File: src/rtl/ibex_wb_queue_pkg.sv
// Shared types for the ibex writeback queue: instruction classification
// as seen by the writeback stage.
package ibex_wb_queue_pkg;

  typedef enum logic [1:0] {
    WB_INSTR_LOAD  = 2'b00,
    WB_INSTR_STORE = 2'b01,
    WB_INSTR_OTHER = 2'b10
  } wb_instr_type_e;

endpackage

File: src/rtl/ibex_wb_queue.sv
// Multi-entry in-order writeback queue with per-port hazard detection and youngest-match forwarding.
// Optional performance counters are built when IBEX_WB_QUEUE_PERF_EN is defined.
module ibex_wb_queue
  import ibex_wb_queue_pkg::*;
#(
  parameter int unsigned Depth     = 2,
  parameter bit          ForwardEn = 1'b1
) (
  input  logic           clk_i,
  input  logic           rst_ni,

  input  logic           en_wb_i,
  input  wb_instr_type_e instr_type_wb_i,
  input  logic [31:0]    pc_id_i,
  input  logic [4:0]     rf_waddr_id_i,
  input  logic [31:0]    rf_wdata_id_i,
  input  logic           rf_we_id_i,

  input  logic [4:0]     rf_raddr_a_i,
  input  logic [4:0]     rf_raddr_b_i,

  input  logic           lsu_data_valid_i,
  input  logic [31:0]    rf_wdata_lsu_i,
  input  logic           rf_we_lsu_i,

  output logic           ready_wb_o,
  output logic           mem_pending_o,
  output logic           outstanding_load_wb_o,
  output logic           outstanding_store_wb_o,
  output logic [31:0]    pc_wb_o,

  output logic           fwd_a_valid_o,
  output logic           fwd_b_valid_o,
  output logic [31:0]    fwd_a_data_o,
  output logic [31:0]    fwd_b_data_o,
  output logic           hazard_a_o,
  output logic           hazard_b_o,

  output logic [4:0]     rf_waddr_wb_o,
  output logic [31:0]    rf_wdata_wb_o,
  output logic           rf_we_wb_o,
  output logic           instr_done_wb_o
`ifdef IBEX_WB_QUEUE_PERF_EN
  ,
  output logic           perf_wb_stall_o,
  output logic [31:0]    perf_wb_full_cycles_o
`endif
);

  localparam int unsigned PtrW = (Depth > 1) ? $clog2(Depth) : 1;
  localparam int unsigned CntW = $clog2(Depth + 1);

  // Pointers wrap at Depth, not at a power of two
  function automatic logic [PtrW-1:0] ptr_inc(input logic [PtrW-1:0] p);
    if (p == PtrW'(Depth - 1)) begin
      return '0;
    end
    return p + 1'b1;
  endfunction

  function automatic logic [PtrW-1:0] age_slot(input logic [PtrW-1:0] base,
                                               input int unsigned     ofs);
    int unsigned s;
    s = 32'(base) + ofs;
    if (s >= Depth) begin
      s = s - Depth;
    end
    return PtrW'(s);
  endfunction

  logic                 q_we    [Depth];
  logic [4:0]           q_waddr [Depth];
  logic [31:0]          q_wdata [Depth];
  wb_instr_type_e       q_type  [Depth];
  logic [31:0]          q_pc    [Depth];

  logic [PtrW-1:0]      wr_ptr_q, rd_ptr_q;
  logic [CntW-1:0]      count_q;

  logic                 head_valid, head_done, head_q_write;
  logic                 push, pop;
  logic                 mem_pending;
  logic [PtrW-1:0]      slot;
  logic [4:0]           raddr    [2];
  logic [1:0]           hit, hit_other;
  logic [1:0][31:0]     hit_data;

  assign head_valid   = (count_q != '0);
  assign head_done    = head_valid &
                        ((q_type[rd_ptr_q] == WB_INSTR_OTHER) | lsu_data_valid_i);
  assign head_q_write = head_done & (q_type[rd_ptr_q] == WB_INSTR_OTHER) & q_we[rd_ptr_q];

  // A full queue still accepts when the head leaves in the same cycle
  assign ready_wb_o = (count_q < CntW'(Depth)) | head_done;
  assign push       = en_wb_i & ready_wb_o;
  assign pop        = head_done;

  always_ff @(posedge clk_i or negedge rst_ni) begin
    if (!rst_ni) begin
      wr_ptr_q <= '0;
      rd_ptr_q <= '0;
      count_q  <= '0;
    end else begin
      if (push) begin
        wr_ptr_q <= ptr_inc(wr_ptr_q);
      end
      if (pop) begin
        rd_ptr_q <= ptr_inc(rd_ptr_q);
      end
      case ({push, pop})
        2'b10:   count_q <= count_q + 1'b1;
        2'b01:   count_q <= count_q - 1'b1;
        default: count_q <= count_q;
      endcase
    end
  end

  always_ff @(posedge clk_i) begin
    if (push) begin
      q_we[wr_ptr_q]    <= rf_we_id_i;
      q_waddr[wr_ptr_q] <= rf_waddr_id_i;
      q_wdata[wr_ptr_q] <= rf_wdata_id_i;
      q_type[wr_ptr_q]  <= instr_type_wb_i;
      q_pc[wr_ptr_q]    <= pc_id_i;
    end
  end

  assign raddr[0] = rf_raddr_a_i;
  assign raddr[1] = rf_raddr_b_i;

  // Walk oldest to youngest so the last match seen is the youngest producer
  always_comb begin
    hit         = '0;
    hit_other   = '0;
    hit_data    = '0;
    mem_pending = 1'b0;
    slot        = '0;
    for (int unsigned i = 0; i < Depth; i++) begin
      slot = age_slot(rd_ptr_q, i);
      if (CntW'(i) < count_q) begin
        if (q_type[slot] != WB_INSTR_OTHER) begin
          mem_pending = 1'b1;
        end
        for (int p = 0; p < 2; p++) begin
          if ((raddr[p] != 5'd0) && (q_waddr[slot] == raddr[p]) &&
              (q_we[slot] || (q_type[slot] == WB_INSTR_LOAD))) begin
            hit[p]       = 1'b1;
            hit_other[p] = (q_type[slot] == WB_INSTR_OTHER);
            hit_data[p]  = q_wdata[slot];
          end
        end
      end
    end
  end

  assign fwd_a_valid_o = hit[0] & hit_other[0] & ForwardEn;
  assign fwd_b_valid_o = hit[1] & hit_other[1] & ForwardEn;
  assign fwd_a_data_o  = fwd_a_valid_o ? hit_data[0] : 32'd0;
  assign fwd_b_data_o  = fwd_b_valid_o ? hit_data[1] : 32'd0;
  assign hazard_a_o    = hit[0] & ~fwd_a_valid_o;
  assign hazard_b_o    = hit[1] & ~fwd_b_valid_o;

  assign mem_pending_o          = mem_pending;
  assign outstanding_load_wb_o  = head_valid & (q_type[rd_ptr_q] == WB_INSTR_LOAD);
  assign outstanding_store_wb_o = head_valid & (q_type[rd_ptr_q] == WB_INSTR_STORE);
  assign pc_wb_o                = head_valid ? q_pc[rd_ptr_q] : 32'd0;

  // Queue and LSU writes are mutually exclusive, so a simple select suffices
  assign rf_we_wb_o      = head_q_write | rf_we_lsu_i;
  assign rf_wdata_wb_o   = head_q_write ? q_wdata[rd_ptr_q] : rf_wdata_lsu_i;
  assign rf_waddr_wb_o   = head_valid ? q_waddr[rd_ptr_q] : 5'd0;
  assign instr_done_wb_o = head_done;

`ifdef IBEX_WB_QUEUE_PERF_EN
  logic [31:0] full_cycles_q;

  assign perf_wb_stall_o = en_wb_i & ~ready_wb_o;

  always_ff @(posedge clk_i or negedge rst_ni) begin
    if (!rst_ni) begin
      full_cycles_q <= '0;
    end else if ((count_q == CntW'(Depth)) && (full_cycles_q != '1)) begin
      full_cycles_q <= full_cycles_q + 32'd1;
    end
  end

  assign perf_wb_full_cycles_o = full_cycles_q;
`endif

  // ID/EX must hold back memory ops while one is queued; LSU responses only target a memory head
  assert property (@(posedge clk_i) disable iff (!rst_ni)
    (en_wb_i && ready_wb_o && (instr_type_wb_i != WB_INSTR_OTHER)) |-> !mem_pending_o);

  assert property (@(posedge clk_i) disable iff (!rst_ni)
    (lsu_data_valid_i && head_valid) |-> (q_type[rd_ptr_q] != WB_INSTR_OTHER));

endmodule

File: config.mk
export PLATFORM = sky130hd
export DESIGN_NAME = ibex_wb_queue
export DESIGN_NICKNAME = d
export VERILOG_FILES = /design/src/rtl/ibex_wb_queue_pkg.sv /design/src/rtl/ibex_wb_queue.sv
export SDC_FILE = /design/constraint.sdc
export NUM_CORES = 1
export LEC_CHECK = 0
export CORE_MARGIN = 2
export CORE_UTILIZATION = 46
export CTS_BUF_LIST = sky130_fd_sc_hd__clkbuf_2
export DETAILED_ROUTE_END_ITERATION = 16
export PLACE_DENSITY_LB_ADDON = 0.05
export SETUP_SLACK_MARGIN = 0.2
export SYNTH_ARGS = -nofsm -noshare
export SYNTH_HDL_FRONTEND = slang
export SYNTH_SLANG_ARGS = --single-unit
File: constraint.sdc
create_clock -name clk_i -period 5.8 [get_ports clk_i]
set_input_delay 1.16 -clock clk_i [delete_from_list [all_inputs] [get_ports clk_i]]
set_output_delay 1.16 -clock clk_i [all_outputs]
set_load 0.01 [all_outputs]
==> flow_metrics.env, run 1 <==
export IMPL_slew_violations=0
export IMPL_synth_area_um2=8040
export IMPL_io_pins=262
export IMPL_rsz0062_at_grt="no"
export IMPL_fin_tns_setup_ns=0
export IMPL_rows=48
export IMPL_routabilityCongestion=0.844
export IMPL_skew_ns=0.0281
export IMPL_antenna_found_initial=3
export IMPL_route_met2_wl_um=10900
export IMPL_crit_end="fwd_a_data_o[30]"
export IMPL_ant_nets=0
export IMPL_critical_path_slowest_cell="clkdlybuf4s50_1"
export IMPL_nFillCells=1319
export IMPL_critPathLaunch="rf_raddr_a_i[3]"
export IMPL_vias=6920
export IMPL_initial_core_util=0.468
export IMPL_worstReg2RegStart="rd_ptr_q$_DFFE_PN0P_"
export IMPL_dr_pass1_iters=7
export IMPL_r2r_end="q_wdata[0][13]$_DFFE_PP_"
export IMPL_ys_seq_area_frac=0.550
export IMPL_finalSetupViolations=0
export IMPL_arrival_ns=4.31
export IMPL_hold_viol_final=0
export IMPL_synth_seq_cells=148
export IMPL_drtIter0Drc=484
export IMPL_cts_max_path_buffers=2
export IMPL_end_kind="output pin"
export IMPL_status="completed"
export IMPL_dr_wl_met3_um=2000
export IMPL_port_buffers=261
export IMPL_grt_max_degree=73
export IMPL_hold_class="reg -> reg"
export IMPL_rr_worst_depth=9
export IMPL_relSlewSlack=0.297
export IMPL_drive_gt1_frac=0.0822
export IMPL_crit_path_max_incr_delay_ns=0.60
export IMPL_detail_route_wl_per_cell_um=19.6
export IMPL_cts_buffers_inserted=17
export IMPL_max_slew_worst_pin_slew_ns=1.05
export IMPL_clk_pin_slew_ns=0.20
export IMPL_synth_cell_type_count=42
export IMPL_crit_type="in -> out"
export IMPL_ctsHoldBuffers=0
export IMPL_clock_latency_ns=0.69
export IMPL_syn_nets=797
export IMPL_place_hpwl_um=14500
export IMPL_dieHeight_um=136
export IMPL_drv_cap=0
export IMPL_overflow=0
export IMPL_path_cells="clkdlybuf4s50_1 -> xnor2_1 -> or4_4 -> nor4_4 -> buf_12 -> mux2i_4 -> buf_12 -> nor3_1 -> clkdlybuf4s50_1"
export IMPL_critPathRequiredTime_ns=4.64
export IMPL_ys_warn_count=0
export IMPL_avgSynthCellArea_um2=11.9
export IMPL_max_freq_mhz=183
export IMPL_worst_r2r_setup_slack_ns=2.28
export IMPL_cts_max_level=4
export IMPL_vias_per_cell=6.07
export IMPL_start_kind="primary input"
export IMPL_hold_ws_ns=0.522
export IMPL_grt_pass1_vias=6602
export IMPL_nets=1021
export IMPL_vdd_ir_drop_max_mv=0.300
export IMPL_grt_pass1_wl_um=33700
export IMPL_cts_tree="done"
export IMPL_die_area_um2=18600
export IMPL_grt_use_total=0.234
export IMPL_highest_layer="met4"
export IMPL_cts_root_buf="clkbuf_2"
export IMPL_power_density_nw_per_um2=405
export IMPL_core_area_um2=17200
export IMPL_finalCriticalPeriod_ns=5.47
export IMPL_p_leak_nw=3.72
export IMPL_syn_inst=675
export IMPL_period_share=0.943
export IMPL_fp_dieW_um=136
export IMPL_synthToLayoutAreaGrowth_pct=38.2
export IMPL_clock_sinks=148
export IMPL_drt_total_wl_um=22400
export IMPL_drc=0
export IMPL_cp_max_fo=66
export IMPL_wl_met1_um=8820
-- Yosys cell counts (all sizes together) --
master  count  area share
a211oi      1     0.00093
a21oi      33       0.021
a221o       1      0.0012
a221oi    129        0.14
a22o        2      0.0022
a311oi      1      0.0011
and3        2      0.0016
buf        24       0.017
clkbuf     46       0.021
dfrtp       4       0.012
edfxtp    144        0.54
ha          3      0.0047
inv         7      0.0033
mux2i      77       0.097
nand2       4      0.0019
nand2b      2      0.0016
nand3       2      0.0012
nand3b      1     0.00093
nand4       2      0.0016
nor2       79       0.037
nor2b       1     0.00078
nor3       70       0.051
nor4        3      0.0042
o21a        1     0.00093
o21ai       4      0.0025
o21ba       1      0.0012
o22ai       1     0.00078
o32a        1      0.0012
or2         2      0.0016
or3b        1      0.0011
or4         2      0.0023
xnor2      14       0.015
xor2       10       0.011
-- power by group --
| part | leakage (nW) | internal, mW | switching, mW | total (mW) |
|---|---|---|---|---|
| registers | 1.39 | 1.47 | 0.175 | 1.64 |
| logic | 2.20 | 1.07 | 1.23 | 2.30 |
| clock network | 0.135 | 0.163 | 0.387 | 0.550 |
| total | 3.72 | 2.70 | 1.80 | 4.50 |
-- area by class of cell --
type	instances	area, µm²	area share
Clock buffer	18	90.1	0.00811
Multi-Input combinational cell	450	3360	0.303
Sequential cell	148	4430	0.398
Clock inverter	14	126	0.0114
Tap cell	225	282	0.0253
Antenna cell	3	7.51	0.000676
Timing Repair Buffer	275	2790	0.251
Inverter	7	26.3	0.00236
-- layout by cell type, fill, tap and decap left out, types with 5 or more instances in the layout --
cell type,n
clkdlybuf4s50_1,261
nor3_1,57
a21oi_1,33
xor2_1,10
nor3_2,13
edfxtp_1,144
buf_12,5
xnor2_1,14
clkbuf_2,18
nor2_1,78
a221oi_1,129
mux2i_1,73
inv_6,5
buf_4,7
-- state kept, by name, indices dropped and copies added (netlist names) --
name      flops
q_wdata      64
q_we          2
q_pc         64
rd_ptr_q      1
count_q       2
wr_ptr_q      1
q_type        4
q_waddr      10
-- layer usage --
layer | track usage | vias to the layer above
li1 | - | 3187
met1 | 0.291 | 3349
met2 | 0.383 | 343
met3 | 0.0634 | 41
met4 | 0.100 | 0
met5 | 0 | -
-- worst max-delay path: cells and delay by family --
kind | cells | cell delay (ns)
XOR/XNOR | 1 | 0.13
multiplexers | 1 | 0.11
buffers and inverters | 4 | 1.71
AND/OR/NAND/NOR | 3 | 1.19
-- kinds of logic after synthesis --
kind of cell,share of synthesized area
compound gates,0.173
xor+xnor,0.0261
fa+ha+maj,0.00467
buf+inv,0.0422
flops,0.550
mux,0.0972
simple gates,0.107
-- timing repair --
item                                    in CTS  in global routing
buffers inserted                             0                  1
endpoints found under the setup margin       0                 35
resized for setup                            0                  3
-- per-stage QoR --
stage / util / area, µm² / power, mW / cells / setup slack [ns]
2_1_floorplan: - / 8040 / 3.07 / 675 / 0.615
3_3_place_gp: 0.632 / 10900 / 3.90 / 1104 / 0.402
3_5_place_dp: 0.632 / 10900 / 3.95 / 1104 / 0.337
4_1_cts: 0.645 / 11100 / 4.51 / 1136 / 0.268
5_1_grt: 0.647 / 11100 / 4.79 / 1139 / 0.220
6_report: 0.647 / 11100 / 4.50 / 1140 / 0.333
-- worst min-delay path by stage --
stage                                        end  slack [ns]                    from  cells after the start
final                     count_q[0]$_DFFE_PN0P_        0.52  count_q[0]$_DFFE_PN0P_                      1
after global routing      count_q[0]$_DFFE_PN0P_        0.56  count_q[0]$_DFFE_PN0P_                      1
after CTS                 count_q[0]$_DFFE_PN0P_        0.53  count_q[0]$_DFFE_PN0P_                      1
after detailed placement  count_q[0]$_DFFE_PN0P_        0.50  count_q[0]$_DFFE_PN0P_                      1
after global placement    count_q[0]$_DFFE_PN0P_        0.49  count_q[0]$_DFFE_PN0P_                      1
after floorplan             wr_ptr_q$_DFFE_PN0P_        0.46    wr_ptr_q$_DFFE_PN0P_                      1
Power figures use the tool's default switching activity.
==> run 2, diff against run 1 <==
CORE_MARGIN = not set   (was 2)
==> run 2 against run 1 <==
  * Clock-buffer cell count fell by 1
  * Combinational power about the same
  * Global-route usage up 2.3 points
  * Maximum frequency rose by 0.88%
  * Die area decreased by 2.9%
  * Via count grew 0.85%
==> flow_metrics.env, run 2 (same netlist as run 1, synthesis figures left out) <==
export IMPL_vias=6979
export IMPL_cts_root_buf="clkbuf_2"
export IMPL_r2r_end="q_wdata[0][31]$_DFFE_PP_"
export IMPL_grt_pass1_wl_um=35800
export IMPL_clock_latency_ns=0.73
export IMPL_rows=47
export IMPL_ant_nets=0
export IMPL_hold_viol_final=0
export IMPL_slew_violations=0
export IMPL_path_cells="clkdlybuf4s50_1 -> or4_1 -> nor2_1 -> nor3_1 -> a211oi_4 -> buf_12 -> a221oi_1 -> nor3_1 -> clkdlybuf4s50_1"
export IMPL_fin_tns_setup_ns=0
export IMPL_max_freq_mhz=185
export IMPL_max_slew_worst_pin_slew_ns=1.09
export IMPL_finalCriticalPeriod_ns=5.42
export IMPL_cts_max_path_buffers=2
export IMPL_port_buffers=261
export IMPL_antenna_found_initial=3
export IMPL_drv_cap=0
export IMPL_critPathRequiredTime_ns=4.64
export IMPL_period_share=0.934
export IMPL_critPathLaunch="rf_raddr_a_i[1]"
export IMPL_dp_cells=1102
export IMPL_min_to="count_q[0]$_DFFE_PN0P_"
export IMPL_dieHeight_um=134
export IMPL_layout_common_cells="261 x clkdlybuf4s50_1, 144 x edfxtp_1, 129 x a221oi_1"
export IMPL_arrival_ns=4.26
export IMPL_overflow=0
export IMPL_relSlewSlack=0.275
export IMPL_nFillCells=1297
export IMPL_end_kind="output pin"
export IMPL_clk_pin_slew_ns=0.20
export IMPL_cpLargestDelayFamily="buffers and inverters"
export IMPL_cp_max_fo=65
export IMPL_detail_route_wl_per_cell_um=20.5
export IMPL_vdd_ir_drop_max_mv=0.332
export IMPL_utilization=0.659
export IMPL_drt_total_wl_um=23400
export IMPL_place_hpwl_um=15100
export IMPL_start_kind="primary input"
export IMPL_grt_use_total=0.257
export IMPL_grt_max_degree=73
export IMPL_rsz0062_at_grt="no"
export IMPL_power_density_nw_per_um2=405
export IMPL_cts_buffers_inserted=17
export IMPL_fin_cells=1138
export IMPL_rr_worst_depth=8
export IMPL_worst_r2r_setup_slack_ns=2.43
export IMPL_finalSetupViolations=0
export IMPL_drc=0
export IMPL_crit_path_max_incr_delay_ns=0.60
export IMPL_status="completed"
export IMPL_initial_core_util=0.478
export IMPL_routabilityCongestion=0.828
export IMPL_io_pins=262
export IMPL_skew_ns=0.0340
export IMPL_hold_ws_ns=0.535
export IMPL_nets=1025
export IMPL_drive_gt1_frac=0.0852
export IMPL_cts_max_level=4
export IMPL_cts_tree="done"
export IMPL_dr_pass1_iters=5
export IMPL_min_from="count_q[0]$_DFFE_PN0P_"
export IMPL_top_regs="q_pc (64), q_wdata (64), q_waddr (10)"
export IMPL_whs_path_depth=1
export IMPL_worstReg2RegStart="rd_ptr_q$_DFFE_PN0P_"
export IMPL_power_mw=4.49
export IMPL_crit_buf_inv=3
export IMPL_fp_dieW_um=134
export IMPL_post_place_ws_ns=0.339
export IMPL_drtIter0Drc=630
export IMPL_crit_type="in -> out"
export IMPL_critical_path_slowest_cell="clkdlybuf4s50_1"
export IMPL_hold_class="reg -> reg"
export IMPL_core_area_um2=16800
export IMPL_clock_sinks=148
export IMPL_die_area_um2=18000
export IMPL_synthToLayoutAreaGrowth_pct=37.9
export IMPL_p_leak_nw=3.73
export IMPL_grt_pass1_vias=6855
export IMPL_post_dp_cell_area_um2=10800
export IMPL_design_area_um2=11100
export IMPL_setup_ws_ns=0.381
export IMPL_final_common_cell="clkdlybuf4s50_1"
export IMPL_vias_per_cell=6.13
## run 2: worst max path at each step
stage	to	slack (ns)	cells past startpoint
6_report	fwd_a_data_o[19]	0.38	9
5_1_grt	fwd_a_data_o[0]	0.21	8
4_1_cts	fwd_a_data_o[19]	0.21	8
3_5_place_dp	fwd_a_data_o[0]	0.34	8
3_3_place_gp	fwd_a_data_o[0]	0.37	8
2_1_floorplan	q_pc[0][0]$_DFFE_PP_	0.61	8
## run 2: area by class of cell
class / count / area [µm²] / area share
Antenna cell: 3 / 7.51 / 0.000677
Clock inverter: 14 / 103 / 0.00925
Sequential cell: 148 / 4430 / 0.399
Multi-Input combinational cell: 450 / 3360 / 0.303
Timing Repair Buffer: 279 / 2810 / 0.253
Tap cell: 220 / 275 / 0.0248
Clock buffer: 17 / 85.1 / 0.00767
Inverter: 7 / 26.3 / 0.00237
## run 2: repair_timing
| action | 4_1_cts | 5_1_grt |
|---|---|---|
| pin swaps | 0 | 0 |
| hold endpoints to repair | 0 | 0 |
| buffers inserted | 1 | 1 |
| resized for setup | 2 | 0 |
| hold buffers | 0 | 0 |
| endpoints found under the setup margin | 64 | 30 |
## run 2: routing by layer
metal  track usage  vias to the layer above  share of wire
li1              -                     3194              -
met1         0.311                     3373           0.39
met2         0.436                      366           0.50
met3        0.0661                       46          0.085
met4         0.102                        0          0.023
met5             0                        -              0
## run 2: where the power goes
part | total (mW) | internal [mW] | switching [mW]
clock | 0.507 | 0.115 | 0.392
combinational | 2.33 | 1.08 | 1.26
sequential | 1.66 | 1.47 | 0.186
